==> src/rtl/sseg_pkg.sv <==
// Shared definitions for the seven-segment display blocks: segment patterns,
// scan decoder state encoding, digit-slot indices and the BCD-to-binary step.
package sseg_pkg;

    // Segment patterns in gfedcba order, active-high.
    localparam logic [6:0] SEG_0     = 7'h3F;
    localparam logic [6:0] SEG_1     = 7'h06;
    localparam logic [6:0] SEG_2     = 7'h5B;
    localparam logic [6:0] SEG_3     = 7'h4F;
    localparam logic [6:0] SEG_4     = 7'h66;
    localparam logic [6:0] SEG_5     = 7'h6D;
    localparam logic [6:0] SEG_6     = 7'h7D;
    localparam logic [6:0] SEG_7     = 7'h07;
    localparam logic [6:0] SEG_8     = 7'h7F;
    localparam logic [6:0] SEG_9     = 7'h6F;
    localparam logic [6:0] SEG_BLANK = 7'h00;

    typedef enum logic [1:0] {
        ST_SCAN    = 2'd0,
        ST_PRESENT = 2'd1,
        ST_CONVERT = 2'd2
    } state_e;

    localparam int SLOT_ONES     = 0;
    localparam int SLOT_TENS     = 1;
    localparam int SLOT_HUNDREDS = 2;
    localparam int SLOT_UNUSED   = 3;
    localparam int NUM_SLOTS     = 3;

    localparam int BIN_W = 10;
    localparam int BCD_W = 12;
    localparam logic [3:0] CONVERT_STEPS = 4'd10;

    function automatic logic is_one_hot(input logic [3:0] v);
        return (v != 4'd0) && ((v & (v - 4'd1)) == 4'd0);
    endfunction

    // One reverse double-dabble step over {bcd[11:0], bin[9:0]}.
    function automatic logic [BCD_W+BIN_W-1:0] dabble_step(input logic [BCD_W+BIN_W-1:0] r);
        logic [BCD_W+BIN_W-1:0] s;
        s = r >> 1;
        for (int i = 0; i < NUM_SLOTS; i++) begin
            if (s[BIN_W + 4*i +: 4] >= 4'd8) begin
                s[BIN_W + 4*i +: 4] = s[BIN_W + 4*i +: 4] - 4'd3;
            end
        end
        return s;
    endfunction

endpackage

==> src/rtl/sseg_digit_decode.sv <==
// Combinational seven-segment pattern to BCD nibble decoder; blank reads as 0,
// anything outside the digit map reads as 0 with illegal raised.
module sseg_digit_decode
    import sseg_pkg::*;
(
    input  logic [6:0] pattern,
    output logic [3:0] nibble,
    output logic       illegal
);

    always_comb begin
        nibble  = 4'd0;
        illegal = 1'b0;
        case (pattern)
            SEG_0, SEG_BLANK: nibble = 4'd0;
            SEG_1:            nibble = 4'd1;
            SEG_2:            nibble = 4'd2;
            SEG_3:            nibble = 4'd3;
            SEG_4:            nibble = 4'd4;
            SEG_5:            nibble = 4'd5;
            SEG_6:            nibble = 4'd6;
            SEG_7:            nibble = 4'd7;
            SEG_8:            nibble = 4'd8;
            SEG_9:            nibble = 4'd9;
            default:          illegal = 1'b1;
        endcase
    end

endmodule

==> src/rtl/sseg_scan_decoder.sv <==
// Scanned seven-segment receiver: debounces each digit slot, converts the captured
// BCD to a 9-bit address. Define SSEG_SCAN_DECODER_ACTIVE_LOW_EN for common-anode buses.
module sseg_scan_decoder
    import sseg_pkg::*;
#(
    parameter int STABLE_CYCLES = 4
) (
    input  logic        clk,
    input  logic        reset,
    input  logic [7:0]  sseg_indicator,
    input  logic [3:0]  digits,
    input  logic        ready,
    output logic [8:0]  address_out,
    output logic [11:0] bcd_out,
    output logic        valid,
    output logic        code_error,
    output logic        range_error
);

    localparam logic [7:0] STABLE_LIMIT = 8'(STABLE_CYCLES);

    logic [6:0] seg_in;
    logic [3:0] dig_in;
    logic       unused_dp;

`ifdef SSEG_SCAN_DECODER_ACTIVE_LOW_EN
    assign seg_in = ~sseg_indicator[6:0];
    assign dig_in = ~digits;
`else
    assign seg_in = sseg_indicator[6:0];
    assign dig_in = digits;
`endif
    assign unused_dp = sseg_indicator[7];

    logic [10:0] sample;
    logic        sample_one_hot;
    logic [3:0]  dec_nibble;
    logic        dec_illegal;

    assign sample         = {dig_in, seg_in};
    assign sample_one_hot = is_one_hot(dig_in);

    sseg_digit_decode u_digit_decode (
        .pattern (seg_in),
        .nibble  (dec_nibble),
        .illegal (dec_illegal)
    );

    state_e                    state_q, state_d;
    logic [10:0]               prev_q, prev_d;
    logic [7:0]                cnt_q, cnt_d;
    logic [2:0]                flags_q, flags_d;
    logic [BCD_W-1:0]          slots_q, slots_d;
    logic                      frame_err_q, frame_err_d;
    logic [BCD_W+BIN_W-1:0]    conv_q, conv_d;
    logic [3:0]                conv_cnt_q, conv_cnt_d;
    logic                      conv_err_q, conv_err_d;
    logic [8:0]                address_q, address_d;
    logic [11:0]               bcd_out_q, bcd_out_d;
    logic                      valid_q, valid_d;
    logic                      code_error_q, code_error_d;
    logic                      range_error_q, range_error_d;
    logic                      latch_en;

    // A run latches only on the exact edge its count first reaches the limit.
    always_comb begin
        state_d       = state_q;
        prev_d        = prev_q;
        cnt_d         = cnt_q;
        flags_d       = flags_q;
        slots_d       = slots_q;
        frame_err_d   = frame_err_q;
        conv_d        = conv_q;
        conv_cnt_d    = conv_cnt_q;
        conv_err_d    = conv_err_q;
        address_d     = address_q;
        bcd_out_d     = bcd_out_q;
        valid_d       = valid_q;
        code_error_d  = code_error_q;
        range_error_d = range_error_q;
        latch_en      = 1'b0;

        case (state_q)
            ST_SCAN: begin
                prev_d = sample;
                if (!sample_one_hot) begin
                    cnt_d = 8'd0;
                end else if (sample == prev_q) begin
                    cnt_d = (cnt_q == STABLE_LIMIT) ? cnt_q : cnt_q + 8'd1;
                end else begin
                    cnt_d = 8'd1;
                end

                latch_en = sample_one_hot && !dig_in[SLOT_UNUSED]
                           && (cnt_d == STABLE_LIMIT) && (cnt_q != STABLE_LIMIT);

                if (latch_en) begin
                    if (dig_in[SLOT_ONES]) begin
                        slots_d[3:0]          = dec_nibble;
                        flags_d[SLOT_ONES]    = 1'b1;
                    end else if (dig_in[SLOT_TENS]) begin
                        slots_d[7:4]          = dec_nibble;
                        flags_d[SLOT_TENS]    = 1'b1;
                    end else begin
                        slots_d[11:8]         = dec_nibble;
                        flags_d[SLOT_HUNDREDS] = 1'b1;
                    end
                    if (dec_illegal) begin
                        frame_err_d = 1'b1;
                    end
                end

                if (&flags_d) begin
                    state_d     = ST_CONVERT;
                    conv_d      = {slots_d, {BIN_W{1'b0}}};
                    conv_cnt_d  = 4'd0;
                    conv_err_d  = frame_err_d;
                    flags_d     = 3'b000;
                    frame_err_d = 1'b0;
                    cnt_d       = 8'd0;
                    prev_d      = 11'd0;
                end
            end

            ST_CONVERT: begin
                if (conv_cnt_q < CONVERT_STEPS) begin
                    conv_d     = dabble_step(conv_q);
                    conv_cnt_d = conv_cnt_q + 4'd1;
                end else begin
                    state_d       = ST_PRESENT;
                    valid_d       = 1'b1;
                    bcd_out_d     = slots_q;
                    code_error_d  = conv_err_q;
                    range_error_d = conv_q[BIN_W-1];
                    address_d     = conv_q[BIN_W-1] ? 9'd0 : conv_q[8:0];
                end
            end

            ST_PRESENT: begin
                if (ready) begin
                    valid_d = 1'b0;
                    state_d = ST_SCAN;
                end
            end

            default: begin
                state_d = ST_SCAN;
            end
        endcase
    end

    always_ff @(posedge clk) begin
        if (reset) begin
            state_q       <= ST_SCAN;
            prev_q        <= 11'd0;
            cnt_q         <= 8'd0;
            flags_q       <= 3'b000;
            slots_q       <= '0;
            frame_err_q   <= 1'b0;
            conv_q        <= '0;
            conv_cnt_q    <= 4'd0;
            conv_err_q    <= 1'b0;
            address_q     <= 9'd0;
            bcd_out_q     <= 12'd0;
            valid_q       <= 1'b0;
            code_error_q  <= 1'b0;
            range_error_q <= 1'b0;
        end else begin
            state_q       <= state_d;
            prev_q        <= prev_d;
            cnt_q         <= cnt_d;
            flags_q       <= flags_d;
            slots_q       <= slots_d;
            frame_err_q   <= frame_err_d;
            conv_q        <= conv_d;
            conv_cnt_q    <= conv_cnt_d;
            conv_err_q    <= conv_err_d;
            address_q     <= address_d;
            bcd_out_q     <= bcd_out_d;
            valid_q       <= valid_d;
            code_error_q  <= code_error_d;
            range_error_q <= range_error_d;
        end
    end

    assign address_out = address_q;
    assign bcd_out     = bcd_out_q;
    assign valid       = valid_q;
    assign code_error  = code_error_q;
    assign range_error = range_error_q;

endmodule
==> config.mk <==
export PLATFORM = sky130hd
export DESIGN_NAME = sseg_scan_decoder
export DESIGN_NICKNAME = d
export VERILOG_FILES = /design/src/rtl/sseg_pkg.sv /design/src/rtl/sseg_digit_decode.sv /design/src/rtl/sseg_scan_decoder.sv
export SDC_FILE = /design/constraint.sdc
export NUM_CORES = 1
export LEC_CHECK = 0
export ABC_AREA = 1
export CORE_ASPECT_RATIO = 1.2
export CORE_MARGIN = 1
export CORE_UTILIZATION = 35
export DETAILED_ROUTE_END_ITERATION = 10
export DONT_BUFFER_PORTS = 1
export GPL_TIMING_DRIVEN = 0
export PLACE_DENSITY_LB_ADDON = 0.3
export SYNTH_ARGS = -nofsm -noshare
export SYNTH_HDL_FRONTEND = slang
export SYNTH_SLANG_ARGS = --single-unit
==> constraint.sdc <==
create_clock -name clk -period 4.61 [get_ports clk]
set_input_delay 0.922 -clock clk [delete_from_list [all_inputs] [get_ports clk]]
set_output_delay 0.922 -clock clk [all_outputs]
set_load 0.02 [all_outputs]
Word-level counts from Yosys, hierarchy flattened --
Cells that the tools add are included.
Word-level totals: flip-flop bits (word level) 88, input port bits 15, output and inout bits 24, word-level logic and storage cells 103
Operators by class: add/subtract/negate cells 6, magnitude comparators 4, equality and inequality tests 20, mux-type cells 39, bitwise gates (word level) 2, reduce and logical (&&, ||, !) cells 18
Operators by type and width (count):
- $eq 7x7->1 const B | 7
- $mux 8 | 6
- $mux 22 | 2
- $pmux 22 s2 | 1
- $pmux 4 s9 | 1
- $mux 4 | 8
- $eq 8x3->1 const B | 2
- $eq 7x3->1 const B | 2
- $mux 12 | 1
- $reduce_and 3->1 | 4
- $eq 11x11->1 | 1
- $mux 11 | 1
- $reduce_or 11->1 | 1
- $mux 3 | 3
- $mux 9 | 1
- $add 8x1->8 const B | 1
- $ge 4x4->1 const B | 2
- $mux 1 | 8
- $mux 2 | 4
- $ne 2x2->1 const B | 4
- $ne 8x3->1 const B | 1
- $pmux 4 s2 | 1
- $sub 4x2->4 const B | 2
- $eq 7x6->1 const B | 1
- 20 further kinds | 24

Longest topological paths before layout --
depth in word-level cells 14, gate-level depth with buffers 21, gate-level depth less buffers 18

Hierarchy --
Synthesis repeated with hierarchy kept, for this count alone.
Unflattened totals: cell total of the unflattened synthesis 704, area, all modules 4697.0 um^2
Modules (own cells, without submodules):
- sseg_scan_decoder | times used 1, cells an instance 655, area each 4488.1 um^2, sequential area each 1761.7 um^2
- sseg_digit_decode | times used 1, cells an instance 49, area each 209.0 um^2, sequential area each 0.0 um^2

Least setup slack after synthesis --
No wires, ideal clock.
path kind input to register, start point input sseg_indicator[6], end point register conv_q[18], setup time 0.113 ns, arrival 2.698 ns, required time 4.497 ns, setup slack 1.799 ns, stages 19, buffers on the path 3, cells stage by stage buf_2 -> inv_2 -> nand2_1 -> nand2_1 -> nand2_1 -> nor2_1 -> nand2_1 -> nor2_4 -> nand4_2 -> nor2_4 -> nand3_2 -> nand2_1 -> nand2_2 -> nor2_4 -> nor2_2 -> buf_6 -> buf_6 -> nor2_1 -> nor2_1
Between the ends: cells in the longest elaborated chain, start to end 12, elaborated cells on any way between the ends 27, those cells by class eq/ne (12); mux (11); reduce/logical (4)
RTL lines:
- start, declared | RTL line sseg_scan_decoder.sv:10 | input logic [7:0] sseg_indicator,
- $eq 11x11->1 | RTL line sseg_scan_decoder.sv:88 | end else if (sample == prev_q) begin
- $mux 8 | RTL line sseg_scan_decoder.sv:88
- $mux 8 | RTL line sseg_scan_decoder.sv:86 | if (!sample_one_hot) begin
- $mux 8 | RTL line sseg_scan_decoder.sv:83 | case (state_q)
- $eq 8x3->1 | RTL line sseg_scan_decoder.sv:95 | && (cnt_d == STABLE_LIMIT) && (cnt_q != STABLE_LIMIT);
- $logic_and 1x1->1 (2 in series) | RTL line sseg_scan_decoder.sv:95
- $mux 3 | RTL line sseg_scan_decoder.sv:97 | if (latch_en) begin
- $mux 3 | RTL line sseg_scan_decoder.sv:83
- $reduce_and 3->1 | RTL line sseg_scan_decoder.sv:113 | if (&flags_d) begin
- $ne 2x2->1 (no line)
- $reduce_and 3->1 (no line)
- end signal, assigned | RTL line sseg_scan_decoder.sv:175 | conv_q <= conv_d;
- end, declared | RTL line sseg_scan_decoder.sv:55 | logic [BCD_W+BIN_W-1:0] conv_q, conv_d;
Parallel ways exist; a longest one is shown, timed or not. The select of a mux whose other input is x is not followed. A chain may end at the register's enable or synchronous reset.

Worst setup path in the final report --
start point input digits[0], end point register prev_q[7]
Between the ends: cells in the longest elaborated chain, start to end 13, elaborated cells on any way between the ends 19, those cells by class add/sub (1); eq/ne (2); mux (8); bitwise (1); reduce/logical (7)
RTL lines:
- start, declared | RTL line sseg_scan_decoder.sv:11 | input logic [3:0] digits,
- $sub 4x1->4 | RTL line sseg_pkg.sv:35 | return (v != 4'd0) && ((v & (v - 4'd1)) == 4'd0);
- $and 4x4->4 | RTL line sseg_pkg.sv:35
- $logic_not 4->1 | RTL line sseg_pkg.sv:35
- $logic_and 1x1->1 | RTL line sseg_pkg.sv:35
- $mux 8 | RTL line sseg_scan_decoder.sv:86
- $mux 8 | RTL line sseg_scan_decoder.sv:83
- $eq 8x3->1 | RTL line sseg_scan_decoder.sv:95
- $logic_and 1x1->1 (2 in series) | RTL line sseg_scan_decoder.sv:95
- $mux 3 | RTL line sseg_scan_decoder.sv:97
- $mux 3 | RTL line sseg_scan_decoder.sv:83
- $reduce_and 3->1 | RTL line sseg_scan_decoder.sv:113
- $mux 11 * | RTL line sseg_scan_decoder.sv:113
- end signal, assigned | RTL line sseg_scan_decoder.sv:170 | prev_q <= prev_d;
- end, declared | RTL line sseg_scan_decoder.sv:50 | logic [10:0] prev_q, prev_d;
Mark *: on every way between the ends. The rest lies on a longest branch, timed or not. The select of a mux whose other input is x is not followed.

==> results.py <==
metrics = {
    "run_status": {
        "status": "completed",
    },
    "yosys": {
        "syn_area_um2": 4620,
        "yosys_warnings": 0,
        "yosysUniqueCellTypes": 33,
        "synth_cells": 715,
        "synth_area_per_cell_um2": 6.46,
        "ys_async_sr_fraction": 0,
        "yosysSeqAreaShare": 0.381,
        "synth_nets": 737,
        "synth_flop_cell": "dfxtp_1",
        "synth_seq_cells": 88,
        "synth_edf_count": 0,
    },
    "placement": {
        "post_dp_cell_area_um2": 4820,
        "hpwl_um": 8470,
        "gp_congestion": 0.834,
        "port_buffers": 0,
    },
    "setup_path": {
        "cp.required_ns": 4.89,
        "crit_path_cell_trace": "buf_4, inv_2, nand2_2, nand2_1, nand2_1, nand2_1, nor2_1, nand3_1, nor2_2, nor2_4, nand3_2, nand2_2, nand3_1, nand2_1, inv_2, buf_4, nand2_1, a21oi_1",
        "criticalPathCategory": "input pin to flip-flop",
        "crit_arrival_ns": 3.20,
        "cp_max_fo": 10,
        "critPathMaxStageDelay_ns": 0.20,
        "cp_slowest_cell": "nor2_2",
        "crit_family": "simple AND/OR/NAND/NOR gates",
        "cp-end-kind": "flip-flop",
        "cpMostUsedCell": "nand2_1",
        "critPathBufInv": 4,
        "worst_setup_path_start_kind": "input pin",
    },
    "min_path": {
        "hp-class": "flip-flop to flip-flop",
    },
    "power": {
        "power.density_nw_per_um2": 309,
        "power_frac_comb": 0.046,
        "switching_share": 0.235,
        "power.internal_uw": 1210,
        "p_leak_uw": 0.00235,
        "power_switching_uw": 371,
        "vdd_drop_max_mv": 0.148,
        "finalPower_uw": 1580,
        "clock_power_share": 0.467,
        "seqPwrFrac": 0.487,
    },
    "clock_tree": {
        "path_clk_slew_ns": 0.06,
        "ctsLongestPathBuffers": 2,
        "clk_latency_ns": 0.35,
        "postCtsSetupBuffers": 0,
        "cts_sinks": 88,
        "cts-root-buf": "clkbuf_16",
        "h-tree-depth": 3,
        "numCtsBuffers": 9,
        "post_cts_resized": 0,
        "cts_tree": "built",
        "postCtsHoldBufs": 0,
    },
    "die": {
        "ios": 39,
        "core-area_um2": 12800,
        "start_util": 0.361,
        "die_x_um": 107,
        "std_cell_rows": 45,
        "fp.dieH_um": 128,
        "die_area_um2": 13700,
    },
    "sta": {
        "report.final.slew_viol_count": 0,
        "fin_crit_sh": 0.635,
        "max_freq_ghz": 0.342,
        "fin_skew_ns": 0.00761,
        "slew_headroom": 0.478,
        "rsz0062_at_grt": "false",
        "finalHoldViolCount": 0,
        "setup_viol": 0,
        "layout_min_cycle_time_ns": 2.93,
        "fin_setup_tns_ns": 0,
        "hold_slack_ns": 0.461,
        "worst_pin_slew_ns": 0.779,
    },
    "grt": {
        "grt_antenna_before_repair": 0,
        "grt_pass1_vias": 3863,
        "grt_overflow_total": 0,
        "track_usage": 0.174,
        "grt_pass1_wl_um": 18700,
        "grt_max_degree": 16,
    },
    "final_layout": {
        "final_cell_mix": "190 x nand2_1, 116 x nor2_1, 89 x inv_1, 88 x dfxtp_1, 63 x a21oi_1",
        "nets": 748,
        "area_growth_pct": 10.9,
        "multiInputGateArea_um2": 2340,
        "n_antenna_cell": 0,
        "regArea_um2": 1760,
        "nFillCells": 1353,
        "final_cell_area_um2": 5120,
        "layout_commonest_cell": "nand2_1",
        "drive_above_1_share": 0.0725,
    },
    "route": {
        "ant_nets": 0,
        "met3_wirelength_um": 318,
        "num_vias": 4222,
        "viasPerCell": 4.72,
        "drt-total-wl_um": 11500,
        "met2_length_um": 5730,
        "drt-initial-drc-count": 237,
        "highest_layer": "met4",
        "drt_pass1_iterations": 4,
        "wl_met1_um": 5140,
        "wire_per_inst_um": 12.8,
        "drc": 0,
    },
    "job": {
        "drv_cap": 0,
    },
}
-- tightest hold or removal path: cells and delay by family (launching register included) --
family	cells	cell delay [ns]
buffers and inverters	1	0.06
AO/OA/AOI/OAI	1	0.06
flip-flops	1	0.30
-- registers in the layout, summed over array words and instances, names as in the netlist --
signal       count
range_error      1
prev_q          11
bcd_out         12
valid            1
address_out      9
frame_err_q      1
code_error       1
flags_q          3
state_q          2
conv_cnt_q       4
cnt_q            8
conv_q          22
slots_q         12
conv_err_q       1
-- power groups by stage --
| stage | Combinational, µW | Clock (µW) | Sequential (µW) |
|---|---|---|---|
| 2_1_floorplan | 56.8 | 0 | 787 |
| 3_3_place_gp | 72.7 | 0 | 788 |
| 3_5_place_dp | 73.3 | 0 | 788 |
| 4_1_cts | 73.5 | 753 | 770 |
| 5_1_grt | 83.4 | 786 | 771 |
| 6_report | 73.2 | 739 | 770 |
-- cell families after synthesis --
group,count (synthesis),synth area share
AO/OA/AOI/OAI,115,0.132
XOR/XNOR,12,0.0228
adder cells (fa/ha/maj),7,0.0190
buffers and inverters,125,0.111
flip-flops,88,0.381
AND/OR/NAND/NOR,368,0.333
-- final timing paths --
| check | startpoint | to | slack, ns | depth (start not counted) |
|---|---|---|---|---|
| hold reg to reg | flags_q[0] | flags_q[0] | 0.46 | 2 |
| hold / removal | flags_q[0] | flags_q[0] | 0.46 | 2 |
| setup / recovery | digits[0] | prev_q[7] | 1.68 | 18 |
| setup reg to reg | cnt_q[0] | prev_q[7] | 1.84 | 17 |
-- through the flow --
step           cells  setup slack [ns]  utilization
6_report         895              1.68        0.401
3_3_place_gp     879              1.35        0.377
4_1_cts          895              1.67        0.401
5_1_grt          895              1.36        0.401
2_1_floorplan    715              1.80            -
3_5_place_dp     879              1.32        0.377
-- layer usage --
metal	global-route usage	vias up
met1	0.207	1893
met4	0.0741	0
met2	0.308	61
met3	0.0275	14
li1	-	2254
met5	0	-
-- Yosys cell counts, types with 7 or more instances --
| cell | number | area share |
|---|---|---|
| clkbuf_1 | 18 | 0.015 |
| inv_2 | 7 | 0.0057 |
| inv_1 | 89 | 0.072 |
| nor3_1 | 10 | 0.011 |
| nor2_1 | 116 | 0.094 |
| nand4_1 | 8 | 0.011 |
| a21oi_1 | 63 | 0.068 |
| dfxtp_1 | 88 | 0.38 |
| xnor2_1 | 7 | 0.013 |
| nand2_1 | 190 | 0.15 |
| nand3_1 | 20 | 0.022 |
| o21ai_0 | 38 | 0.041 |
| ha_1 | 7 | 0.019 |
-- area by class of cell --
cell class                 count  area share
tap                          164      0.0401
clock inverter                 6      0.0134
sequential                    88       0.344
multi-input combinational    502       0.457
clock buffer                  10      0.0447
inverter                      96      0.0704
buffer                        29      0.0301
(Power assumes the default switching activity.)
